--- src/rtl/debounce_pkg.sv ---
// Shared types for the time-shared debounce controller: FSM states and the counter-width helper.
package debounce_pkg;

  typedef enum logic [1:0] {
    IDLE = 2'd0,
    WAIT = 2'd1,
    EVAL = 2'd2
  } state_t;

  // Wide enough to hold N; the count itself never exceeds N-1.
  function automatic int cnt_width(input int n);
    return (n < 1) ? 1 : $clog2(n + 1);
  endfunction

endpackage

--- src/rtl/debounce_eval_engine.sv ---
// Combinational compare/count step for one channel; zero latency, no flow control.
module debounce_eval_engine
  import debounce_pkg::*;
#(
  parameter int N  = 4,
  parameter int CW = cnt_width(N)
) (
  input  logic          sample,
  input  logic          stable,
  input  logic [CW-1:0] cnt,
  output logic [CW-1:0] next_cnt,
  output logic          next_stable,
  output logic          accept,
  output logic          rise,
  output logic          fall
);

  always_comb begin
    next_cnt    = '0;
    next_stable = stable;
    accept      = 1'b0;
    rise        = 1'b0;
    fall        = 1'b0;
    if (sample != stable) begin
      if (cnt == CW'(N - 1)) begin
        accept      = 1'b1;
        next_stable = sample;
        rise        = sample;
        fall        = ~sample;
      end else begin
        next_cnt = cnt + 1'b1;
      end
    end
  end

endmodule

--- src/rtl/debounce_scan_ctrl.sv ---
// Round-robin debouncer: one channel evaluated per PRESCALE+1 cycle slot.
// Acceptance within 2 + N*NUM_CH*(PRESCALE+1) cycles; scan_en=0 parks the scan, state retained.
module debounce_scan_ctrl
  import debounce_pkg::*;
#(
  parameter  int NUM_CH   = 4,
  parameter  int N        = 4,
  parameter  int PRESCALE = 16,
  localparam int CHW      = (NUM_CH > 1) ? $clog2(NUM_CH) : 1
) (
  input  logic              clk,
  input  logic              rst,
  input  logic              scan_en,
  input  logic [NUM_CH-1:0] noisy_in,
  output logic [NUM_CH-1:0] clean_out,
  output logic [NUM_CH-1:0] rise_pulse,
  output logic [NUM_CH-1:0] fall_pulse,
  output logic [CHW-1:0]    cur_ch,
  output logic              busy
);

  localparam int CW = cnt_width(N);
  localparam int PW = (PRESCALE > 1) ? $clog2(PRESCALE) : 1;

  state_t            state;
  logic [PW-1:0]     presc;
  logic [NUM_CH-1:0] sync1;
  logic [NUM_CH-1:0] sync2;
  logic [NUM_CH-1:0] stable;
  logic [CW-1:0]     cnt [NUM_CH];

  logic [CW-1:0]     nxt_cnt;
  logic              nxt_stable;
  logic              accept;
  logic              rise;
  logic              fall;

  debounce_eval_engine #(.N(N), .CW(CW)) u_eval (
    .sample      (sync2[cur_ch]),
    .stable      (stable[cur_ch]),
    .cnt         (cnt[cur_ch]),
    .next_cnt    (nxt_cnt),
    .next_stable (nxt_stable),
    .accept      (accept),
    .rise        (rise),
    .fall        (fall)
  );

  // The stable array is the registered debounced level.
  assign clean_out = stable;
  assign busy      = (state != IDLE);

  always_ff @(posedge clk) begin
    if (rst) begin
      state      <= IDLE;
      presc      <= '0;
      cur_ch     <= '0;
      sync1      <= '0;
      sync2      <= '0;
      stable     <= '0;
      rise_pulse <= '0;
      fall_pulse <= '0;
      for (int i = 0; i < NUM_CH; i++) cnt[i] <= '0;
    end else begin
      sync1      <= noisy_in;
      sync2      <= sync1;
      rise_pulse <= '0;
      fall_pulse <= '0;
      case (state)
        IDLE: begin
          presc <= '0;
          if (scan_en) state <= WAIT;
        end
        WAIT: begin
          if (!scan_en) begin
            state <= IDLE;
            presc <= '0;
          end else if (presc == PW'(PRESCALE - 1)) begin
            presc <= '0;
            state <= EVAL;
          end else begin
            presc <= presc + 1'b1;
          end
        end
        EVAL: begin
          cnt[cur_ch]    <= nxt_cnt;
          stable[cur_ch] <= nxt_stable;
          if (accept) begin
            rise_pulse[cur_ch] <= rise;
            fall_pulse[cur_ch] <= fall;
          end
          cur_ch <= (cur_ch == CHW'(NUM_CH - 1)) ? '0 : cur_ch + 1'b1;
          state  <= scan_en ? WAIT : IDLE;
        end
        default: state <= IDLE;
      endcase
    end
  end

endmodule

--- config.mk ---
export PLATFORM = sky130hd
export DESIGN_NAME = debounce_scan_ctrl
export DESIGN_NICKNAME = d
export VERILOG_FILES = /design/src/rtl/debounce_pkg.sv /design/src/rtl/debounce_eval_engine.sv /design/src/rtl/debounce_scan_ctrl.sv
export SDC_FILE = /design/constraint.sdc
export NUM_CORES = 1
export LEC_CHECK = 0
export ABC_AREA = 1
export CAP_MARGIN = 20
export CORE_ASPECT_RATIO = 1.4
export CORE_UTILIZATION = 30
export CTS_CLUSTER_SIZE = 24
export DETAILED_ROUTE_END_ITERATION = 7
export SETUP_SLACK_MARGIN = 0.5
export SYNTH_ARGS = -nofsm -noshare
export SYNTH_HDL_FRONTEND = slang
export SYNTH_SLANG_ARGS = --single-unit
--- constraint.sdc ---
create_clock -name clk -period 1.5 [get_ports clk]
set_input_delay 0.3 -clock clk [delete_from_list [all_inputs] [get_ports clk]]
set_output_delay 0.3 -clock clk [all_outputs]
set_load 0.01 [all_outputs]
==> results.sh, run 1 <==
export IMPL_grt_max_degree=17
export IMPL_yosys_register_bits=42
export IMPL_final_cell_area_sq_mm=0.00322
export IMPL_placed_cell_area_sq_mm=0.00241
export IMPL_routabilityCongestion=0.782
export IMPL_ys_warn_count=0
export IMPL_crit_path_end_kind="register"
export IMPL_synth_cells=230
export IMPL_syn_nets=243
export IMPL_num_rows=34
export IMPL_hold_buffers=0
export IMPL_timing_worst_setup_path_type="register to register"
export IMPL_via_per_inst=4.55
export IMPL_crit_path_start_kind="register"
export IMPL_worstPathArrival_ns=1.69
export IMPL_clkLatencyLatePin_ns=0.29
export IMPL_hold_viol=0
export IMPL_cellLeakagePower_nw=1.39
export IMPL_cap_violations=0
export IMPL_multiInputGateArea_sq_mm=0.00115
export IMPL_pre_cts_slack_ns=-0.0583
export IMPL_maxSlewViolCount=0
export IMPL_whs_endpoint="sync2[3]"
export IMPL_period_share=0.970
export IMPL_path_cells="inv_6 > nor2_2 > nor2_2 > o21ai_2 > nand2_2 > ha_4 > inv_4 > nor2_4 > buf_6 > nand4_4 > nor2_1"
export IMPL_antenna_found_initial=0
export IMPL_synth_distinct_cells=33
export IMPL_drt_iter0_markers=21
export IMPL_antenna_left=0
export IMPL_wl_mm=4.83
export IMPL_synth_area_leader_cell="dfxtp_1"
export IMPL_layout_drive_gt1_share=0.554
export IMPL_drcViolationCount=0
export IMPL_worst_pin_slew_ns=0.236
export IMPL_grt_usage=0.137
export IMPL_min_from="sync1[3]"
export IMPL_syn_to_final_growth_pct=64.7
export IMPL_final_common_cell="nand2_1"
export IMPL_dp_cells=331
export IMPL_cpMaxStageDelayCell="dfxtp_4"
export IMPL_synthTopCellsByArea="dfxtp_1, edfxtp_1, nand2_1"
export IMPL_dr_pass1_iters=4
export IMPL_finalWorstSetupSlack_ns=0.0457
export IMPL_seq_area_sq_um=998
export IMPL_r2r_cells=11
export IMPL_dp_hpwl_mm=2.99
export IMPL_core_region_area_sq_mm=0.00625
export IMPL_n_fill_cell=549
export IMPL_holdPathStages=2
export IMPL_portBuffers=21
export IMPL_die_x_um=70.3
export IMPL_vias=1723
export IMPL_grt_pass1_vias=1640
export IMPL_clock_root_buffer="clkbuf_8"
export IMPL_rsz0062_at_grt="true"
export IMPL_netlist_area_sq_mm=0.00196
export IMPL_cts_sinks=42
export IMPL_cp_max_fo=6
export IMPL_final_nets=319
export IMPL_fmax_mhz=688
export IMPL_ff2ff_setup_slack_ns=0.05
export IMPL_cts_buffers_inserted=5
export IMPL_p_per_area_mw_per_mm2=690
export IMPL_setup_viol=0
export IMPL_relSlewSlack=0.841
export IMPL_syn_area_per_cell_sq_um=8.51
export IMPL_die_height_um=97.6
export IMPL_path_common_cell="nor2_2"
export IMPL_io_pins=22
export IMPL_skew_ns=0.00653
export IMPL_cp_slowest_stage_delay_ns=0.37
export IMPL_hold_path_class="register to register"
export IMPL_ir_worst_vdd_mv=0.550
export IMPL_post_drt_wl_per_cell_um=12.7
export IMPL_htree_num_levels=2
export IMPL_cp_required_ns=1.73
export IMPL_fin_crit_ns=1.45
export IMPL_stdcell_count=379
export IMPL_dieArea_sq_mm=0.00685
export IMPL_antennaDiodeCount=0
export IMPL_r2r_end="rise_pulse[0]"
export IMPL_initial_utilization=0.313
export IMPL_grt_pass1_wl_mm=7.36
export IMPL_fin_util=0.515
export IMPL_yosysSeqAreaShare=0.491
export IMPL_grt_overflow=0
export IMPL_status="finished, final reports clean"
export IMPL_layout_common_cells="nand2_1, buf_4, buf_6, inv_1, nor2_1"
export IMPL_clock_path_buffers=2
export IMPL_yosysTopAreaCellShare=0.307
export IMPL_cts_tree="built"
export IMPL_clk_pin_slew_ns=0.08
==> flip-flops by register name (all words and copies together), names as in the netlist, named ones only <==
name and flops:
clean_out 4, presc 4, sync1 4, rise_pulse 4, cnt 12, sync2 4, fall_pulse 4, state 2
cur_ch 2
==> repair_timing <==
action / in CTS / in global routing
pin swaps: 22 / 37
setup endpoints to repair: 61 / 61
gates cloned: 1 / 0
resized for setup: 128 / 54
setup buffers: 26 / 13
==> cell families after synthesis <==
kind of cell,synth area share
AND/OR/NAND/NOR,0.328
flip-flops,0.491
buffers and inverters,0.0850
AO/OA/AOI/OAI,0.0576
adder cells (fa/ha/maj),0.0384
==> layer usage <==
layer | share of wire | vias up | global-route usage | routed length (um)
li1 | - | 883 | - | -
met1 | 0.39 | 806 | 0.143 | 1860
met2 | 0.56 | 24 | 0.259 | 2680
met3 | 0.030 | 10 | 0.0280 | 146
met4 | 0.029 | 0 | 0.0523 | 139
met5 | 0 | - | 0 | 0
==> critical path, delay by kind of cell (launching register included) <==
kind	cells	cell delay [ns]
DFF	1	0.37
AOI/OAI and AO/OA	1	0.08
adders and majority gates	1	0.15
and+or+nand+nor	6	0.53
buffers and inverters	3	0.26
==> through the flow <==
stage               total power, mW  setup TNS (ns)  hold WS, ns
floorplan                      1.31               0        0.388
global placement               1.35          -0.295        0.392
detailed placement             1.35          -0.630        0.394
CTS                            2.20        -0.00577        0.396
global route                   2.30          -0.446        0.412
finish                         2.22               0        0.403
==> how the worst max path moves through the flow <==
| stage | startpoint | slack, ns | to |
|---|---|---|---|
| 2_1_floorplan | register | 0.12 | clean_out[1] |
| 3_3_place_gp | rst | -0.03 | cnt[0][0] |
| 3_5_place_dp | rst | -0.06 | cnt[0][1] |
| 4_1_cts | register | -0.006 | clean_out[1] |
| 5_1_grt | register | -0.06 | rise_pulse[0] |
| 6_report | register | 0.05 | rise_pulse[0] |
==> final cells by class <==
class	instances	area share
Inverter	37	0.0586
Clock buffer	8	0.0345
Multi-Input combinational cell	148	0.356
Tap cell	72	0.0280
Sequential cell	42	0.310
Timing Repair Buffer	72	0.213
==> synth_stat cells, drive strengths merged <==
| cell | instances |
|---|---|
| nor3 | 3 |
| inv | 36 |
| nor2 | 32 |
| nand3 | 14 |
| nand3b | 3 |
| o21ai | 8 |
| nor4 | 1 |
| a21oi | 9 |
| buf | 2 |
| o21a | 1 |
| a31oi | 1 |
| nand2 | 62 |
| dfxtp | 30 |
| edfxtp | 12 |
| o22ai | 1 |
| clkbuf | 1 |
| a211oi | 1 |
| ha | 6 |
| nand4 | 6 |
| clkinv | 1 |
==> where the power goes <==
| group | leakage (nW) | internal (mW) | switching [mW] |
|---|---|---|---|
| clock | 0.0566 | 0.476 | 0.385 |
| sequential | 0.366 | 1.18 | 0.0171 |
| combinational | 0.966 | 0.0761 | 0.0891 |
(Power assumes the default switching activity.)
==> inputs of run 2 (changes only) <==
--- a/config.mk
+++ b/config.mk
@@ -9,9 +9,12 @@
 export CAP_MARGIN = 20
 export CORE_ASPECT_RATIO = 1.4
 export CORE_UTILIZATION = 30
+export CTS_CLUSTER_DIAMETER = 40
 export CTS_CLUSTER_SIZE = 24
 export DETAILED_ROUTE_END_ITERATION = 7
+export PLACE_DENSITY = 0.58
 export SETUP_SLACK_MARGIN = 0.5
+export SLEW_MARGIN = 15
 export SYNTH_ARGS = -nofsm -noshare
 export SYNTH_HDL_FRONTEND = slang
 export SYNTH_SLANG_ARGS = --single-unit
==> run 2 against run 1 <==
The flow now finishes with violations (negative setup slack). Clock power is essentially flat. Power is 0.28% higher. Die area stayed put. Critical path type unchanged.
==> results.sh, run 2 (same netlist as run 1, synthesis figures left out) <==
export IMPL_die_height_um=97.6
export IMPL_grt_usage=0.141
export IMPL_timing_worst_setup_path_type="register to register"
export IMPL_drt_iter0_markers=18
export IMPL_setup_viol=8
export IMPL_n_fill_cell=547
export IMPL_violations="negative setup slack"
export IMPL_fmax_mhz=647
export IMPL_grt_pass1_wl_mm=7.63
export IMPL_antenna_found_initial=0
export IMPL_path_cells="inv_6 > nor2_4 > nor2_2 > o21ai_1 > nand2_1 > ha_4 > inv_4 > nor2_4 > nand2_4 > nand3b_1 > nand2_1 > inv_1"
export IMPL_syn_to_final_growth_pct=60.3
export IMPL_antenna_left=0
export IMPL_hold_path_class="register to register"
export IMPL_cp_max_fo=6
export IMPL_skew_ns=0.00777
export IMPL_hold_viol=0
export IMPL_cpMaxStageDelayCell="dfxtp_4"
export IMPL_seq_area_sq_um=996
export IMPL_core_region_area_sq_mm=0.00625
export IMPL_clock_path_buffers=2
export IMPL_wl_mm=4.74
export IMPL_clkLatencyLatePin_ns=0.29
export IMPL_status="finished, violations left"
export IMPL_pre_cts_slack_ns=-0.0481
export IMPL_rsz0062_at_grt="true"
export IMPL_relSlewSlack=0.828
export IMPL_cp_slowest_stage_delay_ns=0.37
export IMPL_holdPathStages=2
export IMPL_cp_buffers_inverters=3
export IMPL_crit_path_start_kind="register"
export IMPL_finalWorstSetupSlack_ns=-0.0468
export IMPL_cts_tree="built"
export IMPL_grt_max_degree=14
export IMPL_layout_drive_gt1_share=0.538
export IMPL_vias=1719
export IMPL_clk_pin_slew_ns=0.08
export IMPL_worst_pin_slew_ns=0.256
export IMPL_cp_num_cells=12
export IMPL_final_nets=313
export IMPL_hold_ws_ns=0.403
export IMPL_post_drt_wl_per_cell_um=12.7
export IMPL_r2r_cells=12
export IMPL_clock_root_buffer="clkbuf_8"
export IMPL_hold_buffers=0
export IMPL_p_per_area_mw_per_mm2=711
export IMPL_cts_sinks=42
export IMPL_period_share=1.03
export IMPL_multiInputGateArea_sq_mm=0.00114
export IMPL_antennaDiodeCount=0
export IMPL_die_x_um=70.3
export IMPL_dp_hpwl_mm=3.02
export IMPL_htree_num_levels=2
export IMPL_cp_required_ns=1.73
export IMPL_maxSlewViolCount=0
export IMPL_setup_tns_ns=-0.242
export IMPL_placed_cell_area_sq_mm=0.00243
export IMPL_cellLeakagePower_nw=1.37
export IMPL_via_per_inst=4.61
export IMPL_drcViolationCount=0
export IMPL_dr_pass1_iters=4
export IMPL_ir_worst_vdd_mv=0.810
export IMPL_cts_buffers_inserted=5
export IMPL_cap_violations=0
export IMPL_portBuffers=21
export IMPL_worstPathArrival_ns=1.78
export IMPL_grt_overflow=0
export IMPL_final_common_cell="nand2_1"
export IMPL_num_rows=34
export IMPL_crit_path_end_kind="register"
export IMPL_grt_pass1_vias=1651
export IMPL_fin_crit_ns=1.55
export IMPL_power_total_mw=2.23
export IMPL_largest_reg_flops=12
export IMPL_io_pins=22
export IMPL_cp_top_family="simple AND/OR/NAND/NOR gates"
export IMPL_final_cell_area_sq_mm=0.00314
export IMPL_layout_common_cells="nand2_1, inv_1, buf_6, buf_4, nor2_1"
export IMPL_initial_utilization=0.313
export IMPL_dieArea_sq_mm=0.00685
export IMPL_largest_register="cnt"
export IMPL_routabilityCongestion=0.729
-- run 2: changes by cell type in the layout (fill, tap and decap cells not counted), sizes merged --
cell	change
inv	+1
bufinv	+1
buf	-8
clkdlybuf4s15	+2
clkbuf	-2
-- run 2: path summary, 6_finish.rpt --
kind	slack [ns]	startpoint	endpoint
worst min register to register	0.40	sync1[2]	sync2[2]
worst max-delay path	-0.05	register	clean_out[2]
worst min-delay path	0.40	sync1[2]	sync2[2]
worst max register to register	-0.05	register	clean_out[2]
-- run 2: where the power goes --
part	total, mW	leakage [nW]	switching, mW	internal [mW]
clock	0.860	0.0528	0.369	0.491
sequential	1.20	0.367	0.0178	1.18
combinational	0.167	0.949	0.0890	0.0781
total	2.23	1.37	0.476	1.75
-- run 2: worst reg2reg max path, stage by stage (launching register included) --
cell	delay [ns]
dfxtp_4	0.37
inv_6	0.08
nor2_4	0.03
nor2_2	0.11
o21ai_1	0.09
nand2_1	0.10
ha_4	0.16
inv_4	0.05
nor2_4	0.20
nand2_4	0.10
nand3b_1	0.10
nand2_1	0.05
inv_1	0.05
-- run 2: layout make-up --
cell class,count,share of cell area
inverters,37,0.0578
well taps,72,0.0287
multi-input cells,148,0.363
repair buffers,66,0.199
clock buffers,6,0.0231
flip-flops and latches,42,0.318
clock inverters,2,0.0108
-- run 2: per-stage QoR --
stage | instances | utilization
2_1_floorplan | 230 | -
3_3_place_gp | 333 | 0.388
3_5_place_dp | 333 | 0.388
4_1_cts | 365 | 0.460
5_1_grt | 373 | 0.502
6_report | 373 | 0.502
-- run 2: routing by layer --
| layer | vias to the layer above | track usage | wire length [um] |
|---|---|---|---|
| met5 | - | 0 | 0 |
| met4 | 0 | 0.0600 | 122 |
| met2 | 24 | 0.251 | 2620 |
| li1 | 876 | - | - |
| met3 | 11 | 0.0342 | 129 |
| met1 | 808 | 0.156 | 1870 |
-- run 2: timing repair --
item,4_1_cts,5_1_grt
setup endpoints to repair,68,60
buffers inserted,24,8
pin swaps,24,24
hold endpoints to repair,0,0
resized for setup,125,53
==> inputs of run 3 (changes only) <==
--- a/config.mk
+++ b/config.mk
@@ -12,7 +12,6 @@
 export CTS_CLUSTER_DIAMETER = 40
 export CTS_CLUSTER_SIZE = 24
 export DETAILED_ROUTE_END_ITERATION = 7
-export PLACE_DENSITY = 0.58
 export SETUP_SLACK_MARGIN = 0.5
 export SLEW_MARGIN = 15
 export SYNTH_ARGS = -nofsm -noshare
==> constraint.sdc (replaced) <==
create_clock -name clk -period 1.5 [get_ports clk]
set_input_delay 0.3 -clock clk [delete_from_list [all_inputs] [get_ports clk]]
set_output_delay 0.3 -clock clk [all_outputs]
set_load 0.005 [all_outputs]
==> run 3 against run 2 <==
The run still ends with negative setup slack left. Via count is 1.5% higher. Final cell count is 1.3% higher. Clock power is 3.0% lower. Fmax is 2.5% lower. Global-route usage increased by 0.15 points. Power about the same. Wire length rose by 2.6%. First-iteration DRC count grew to 2.5 times the previous value.
==> results.sh, run 3 (same netlist as run 1, synthesis figures left out) <==
export IMPL_p_per_area_mw_per_mm2=705
export IMPL_drcViolationCount=0
export IMPL_rsz0062_at_grt="true"
export IMPL_path_cells="inv_6 > nor2_2 > nor2_1 > o21ai_2 > nand2_2 > ha_4 > inv_4 > nor2_4 > buf_4 > nand4_2 > nor2_1"
export IMPL_endpoint="rise_pulse[1]"
export IMPL_layout_common_cells="nand2_1, buf_4, inv_1, nor2_1, buf_6"
export IMPL_crit_path_start_kind="register"
export IMPL_syn_to_final_growth_pct=61.6
export IMPL_grt_pass1_wl_mm=7.64
export IMPL_dieArea_sq_mm=0.00685
export IMPL_cts_sinks=42
export IMPL_cap_violations=0
export IMPL_p_seq_frac=0.538
export IMPL_cts_buffers_inserted=5
export IMPL_io_pins=22
export IMPL_ir_worst_vdd_mv=0.500
export IMPL_cpMaxStageDelayCell="dfxtp_4"
export IMPL_final_nets=318
export IMPL_routabilityCongestion=0.815
export IMPL_fmax_mhz=630
export IMPL_crit_path_end_kind="register"
export IMPL_drt_iter0_markers=45
export IMPL_clkPwrFrac=0.374
export IMPL_power_combinational_fraction=0.088
export IMPL_cellLeakagePower_nw=1.36
export IMPL_portBuffers=21
export IMPL_die_x_um=70.3
export IMPL_multiInputGateArea_sq_mm=0.00117
export IMPL_grt_max_degree=13
export IMPL_path_common_cell="nor2_1"
export IMPL_period_share=1.06
export IMPL_cts_tree="built"
export IMPL_antenna_found_initial=0
export IMPL_stdcell_count=378
export IMPL_hold_viol=0
export IMPL_skew_ns=0.0154
export IMPL_worstPathArrival_ns=1.83
export IMPL_power_switching_mw=0.521
export IMPL_grt_overflow=0
export IMPL_largest_register="cnt"
export IMPL_power_total_mw=2.23
export IMPL_initial_utilization=0.313
export IMPL_post_drt_wl_per_cell_um=12.9
export IMPL_ff2ff_setup_slack_ns=-0.09
export IMPL_violations="negative setup slack"
export IMPL_setup_viol=19
export IMPL_holdPathStages=2
export IMPL_clock_path_buffers=2
export IMPL_setup_tns_ns=-0.966
export IMPL_antenna_left=0
export IMPL_clkLatencyLatePin_ns=0.30
export IMPL_relSlewSlack=0.834
export IMPL_clk_pin_slew_ns=0.08
export IMPL_clock_root_buffer="clkbuf_8"
export IMPL_core_region_area_sq_mm=0.00625
export IMPL_swShare=0.234
export IMPL_dr_pass1_iters=4
export IMPL_grt_usage=0.142
export IMPL_dp_hpwl_mm=2.96
export IMPL_die_height_um=97.6
export IMPL_num_rows=34
export IMPL_dp_cells=329
export IMPL_largest_reg_flops=12
export IMPL_cp_slowest_stage_delay_ns=0.38
export IMPL_final_common_cell="nand2_1"
export IMPL_htree_num_levels=2
export IMPL_fin_util=0.506
export IMPL_worst_pin_slew_ns=0.248
export IMPL_r2r_end="rise_pulse[1]"
export IMPL_wl_mm=4.86
export IMPL_hold_ws_ns=0.405
export IMPL_cp_max_fo=6
export IMPL_grt_pass1_vias=1699
export IMPL_n_fill_cell=560
export IMPL_maxSlewViolCount=0
export IMPL_timing_worst_setup_path_type="register to register"
export IMPL_seq_area_sq_um=995
export IMPL_vias=1745
export IMPL_r2r_cells=11
export IMPL_via_per_inst=4.62
export IMPL_antennaDiodeCount=0
export IMPL_layout_drive_gt1_share=0.529
export IMPL_hold_path_class="register to register"
export IMPL_intPower_mw=1.71
export IMPL_hold_buffers=0
export IMPL_status="finished, violations left"
export IMPL_finalWorstSetupSlack_ns=-0.0868
export IMPL_fin_crit_ns=1.59
export IMPL_cp_required_ns=1.74
-- run 3: area by class of cell --
cell class,instances,area share
Sequential cell,42,0.314
Timing Repair Buffer,71,0.196
Multi-Input combinational cell,148,0.369
Inverter,37,0.0597
Tap cell,72,0.0285
Clock buffer,8,0.0320
-- run 3: critical path, delay by kind of cell, from the launching register on --
kind / cells / cell delay (ns)
simple gates: 6 / 0.63
fa+ha+maj: 1 / 0.15
flops: 1 / 0.38
compound gates: 1 / 0.09
buf+inv: 3 / 0.28
-- run 3: metrics by stage --
stage	worst slack, ns	area [sq um]
after global placement	-0.0538	2400
after detailed placement	-0.0949	2400
final	-0.0868	3160
after floorplan	0.122	2080
after global routing	-0.156	3160
after CTS	-0.0234	2880
-- run 3: worst min-delay path by stage --
stage,slack (ns),from,to
finish,0.40,sync1[2],sync2[2]
CTS,0.41,sync1[1],sync2[1]
global placement,0.39,sync1[2],sync2[2]
global route,0.42,sync1[0],sync2[0]
floorplan,0.39,sync1[0],sync2[0]
detailed placement,0.39,sync1[1],sync2[1]
-- run 3: repair_timing --
item                                    CTS  global route
endpoints found under the setup margin   69            61
gates resized for setup                 122            42
pin swaps                                31            33
setup buffers                            26            15
-- run 3: layer usage --
metal | vias up | wire (um) | global-route usage
li1 | 888 | - | -
met1 | 821 | 1990 | 0.160
met2 | 25 | 2610 | 0.246
met3 | 11 | 130 | 0.0301
met4 | 0 | 125 | 0.0769
met5 | - | 0 | 0
-- run 3: power by group through the flow --
stage / Sequential [mW] / Clock [mW] / Combinational (mW)
floorplan: 1.23 / 0 / 0.0840
global placement: 1.23 / 0 / 0.120
detailed placement: 1.23 / 0 / 0.123
CTS: 1.20 / 0.840 / 0.156
global route: 1.20 / 0.895 / 0.215
finish: 1.20 / 0.834 / 0.197
==> RTL change, RTL diff (config.mk and constraints of run 3) <==
Put one more register stage on the output `rise_pulse`, cleared by the reset. The value now appears one clock later. The other outputs are not delayed to match.
--- a/src/rtl/debounce_scan_ctrl.sv
+++ b/src/rtl/debounce_scan_ctrl.sv
@@ -23,2 +23,4 @@
   localparam int PW = (PRESCALE > 1) ? $clog2(PRESCALE) : 1;
+
+  logic [NUM_CH-1:0] rise_pulse_s0;
 
@@ -60,3 +62,3 @@
       stable     <= '0;
-      rise_pulse <= '0;
+      rise_pulse_s0 <= '0;
       fall_pulse <= '0;
@@ -66,3 +68,3 @@
       sync2      <= sync1;
-      rise_pulse <= '0;
+      rise_pulse_s0 <= '0;
       fall_pulse <= '0;
@@ -88,3 +90,3 @@
           if (accept) begin
-            rise_pulse[cur_ch] <= rise;
+            rise_pulse_s0[cur_ch] <= rise;
             fall_pulse[cur_ch] <= fall;
@@ -99,2 +101,10 @@
 
+  always_ff @(posedge clk) begin
+    if (rst) begin
+      rise_pulse <= '0;
+    end else begin
+      rise_pulse <= rise_pulse_s0;
+    end
+  end
+
 endmodule
Function: same outputs for any inputs over 10 cycles, from zero or initial values and one cycle with rst high; that may be too few to reach the edited logic, so the function may still have changed.
==> RTL change against run 3 <==
  * Clock skew down 7.8 ps
  * Synthesized area up 3.8%
  * Cell area down 3.8%
  * Cell count unchanged
  * Worst setup slack better by 140 ps
  * Power down 2.1%
  * Wire length up 2.4%
  * Sequential cell count up 4
==> RTL change: results (changes against run 3) <==
status: finished, final reports clean
vias per cell: 4.69 (+1.6%)
gpl congestion: 0.880 (+7.9%)
seq_cells: 46 (+9.5%)
Fill cells: 623 (+11%)
synth top area cells: dfxtp_1, edfxtp_1, nand2_1
layout cells sized above 1: 51.6% (-1.3 points)
CP max FO: 8 (+2)
adder-cell share of the synthesized area: 3.69% (-0.14 points)
DIE AREA: 0.00711 mm² (+3.7%)
post-CTS setup buffers: 16 (-38%)
total power: 2.18 mW (-2.1%)
syn avg cell area: 8.33 µm² (-2.1%)
M1 GR Usage: 13.9% (-2.1 points)
period utilization: 96.1% (-9.6 points)
pin count of the biggest net entering global routing: 17 (+4)
met3 wire length: 136 µm (+4.6%)
worst-margin pin slew: 336 ps (+87.7 ps)
ClkCell Share: 2.80% (-0.41 points)
Setup WS pre-CTS: -92.0 ps (+2.91 ps)
Clock Buffer Count: 5 (-3)
drt pass-1 iters: 6 (+2)
met3 GRT Util: 2.53% (-0.48 points)
Final Skew: 7.59 ps (-7.82 ps)
Distinct cells, synth: 29 (-12%)
Worst R2R End: cnt[1][0]$_SDFFCE_PN0P_
[RTL change: changes by cell type after synthesis, moves of 3 or more]
cell,before,now
dfxtp_1,30,34
nor2_2,1,9
nand3_1,12,19
nand3b_1,3,0
o21ai_0,8,5
nor2_1,29,23
nand2_1,53,61
o21a_1,1,4
nor3_1,0,4
nand4_2,4,0
a21oi_1,9,3
[RTL change: how the worst min path moves through the flow]
stage	startpoint	endpoint	slack, ps	cells past startpoint
after floorplan	rise_pulse_s0[0]$_SDFF_PP0_	rise_pulse[0]$_SDFF_PP0_	390	2
after global placement	sync1[3]$_SDFF_PP0_	sync2[3]$_SDFF_PP0_	390	2
after detailed placement	sync1[1]$_SDFF_PP0_	sync2[1]$_SDFF_PP0_	400	2
after CTS	rise_pulse_s0[2]$_SDFF_PP0_	rise_pulse[2]$_SDFF_PP0_	400	2
after global routing	sync1[1]$_SDFF_PP0_	sync2[1]$_SDFF_PP0_	410	2
final	rise_pulse_s0[2]$_SDFF_PP0_	rise_pulse[2]$_SDFF_PP0_	400	2
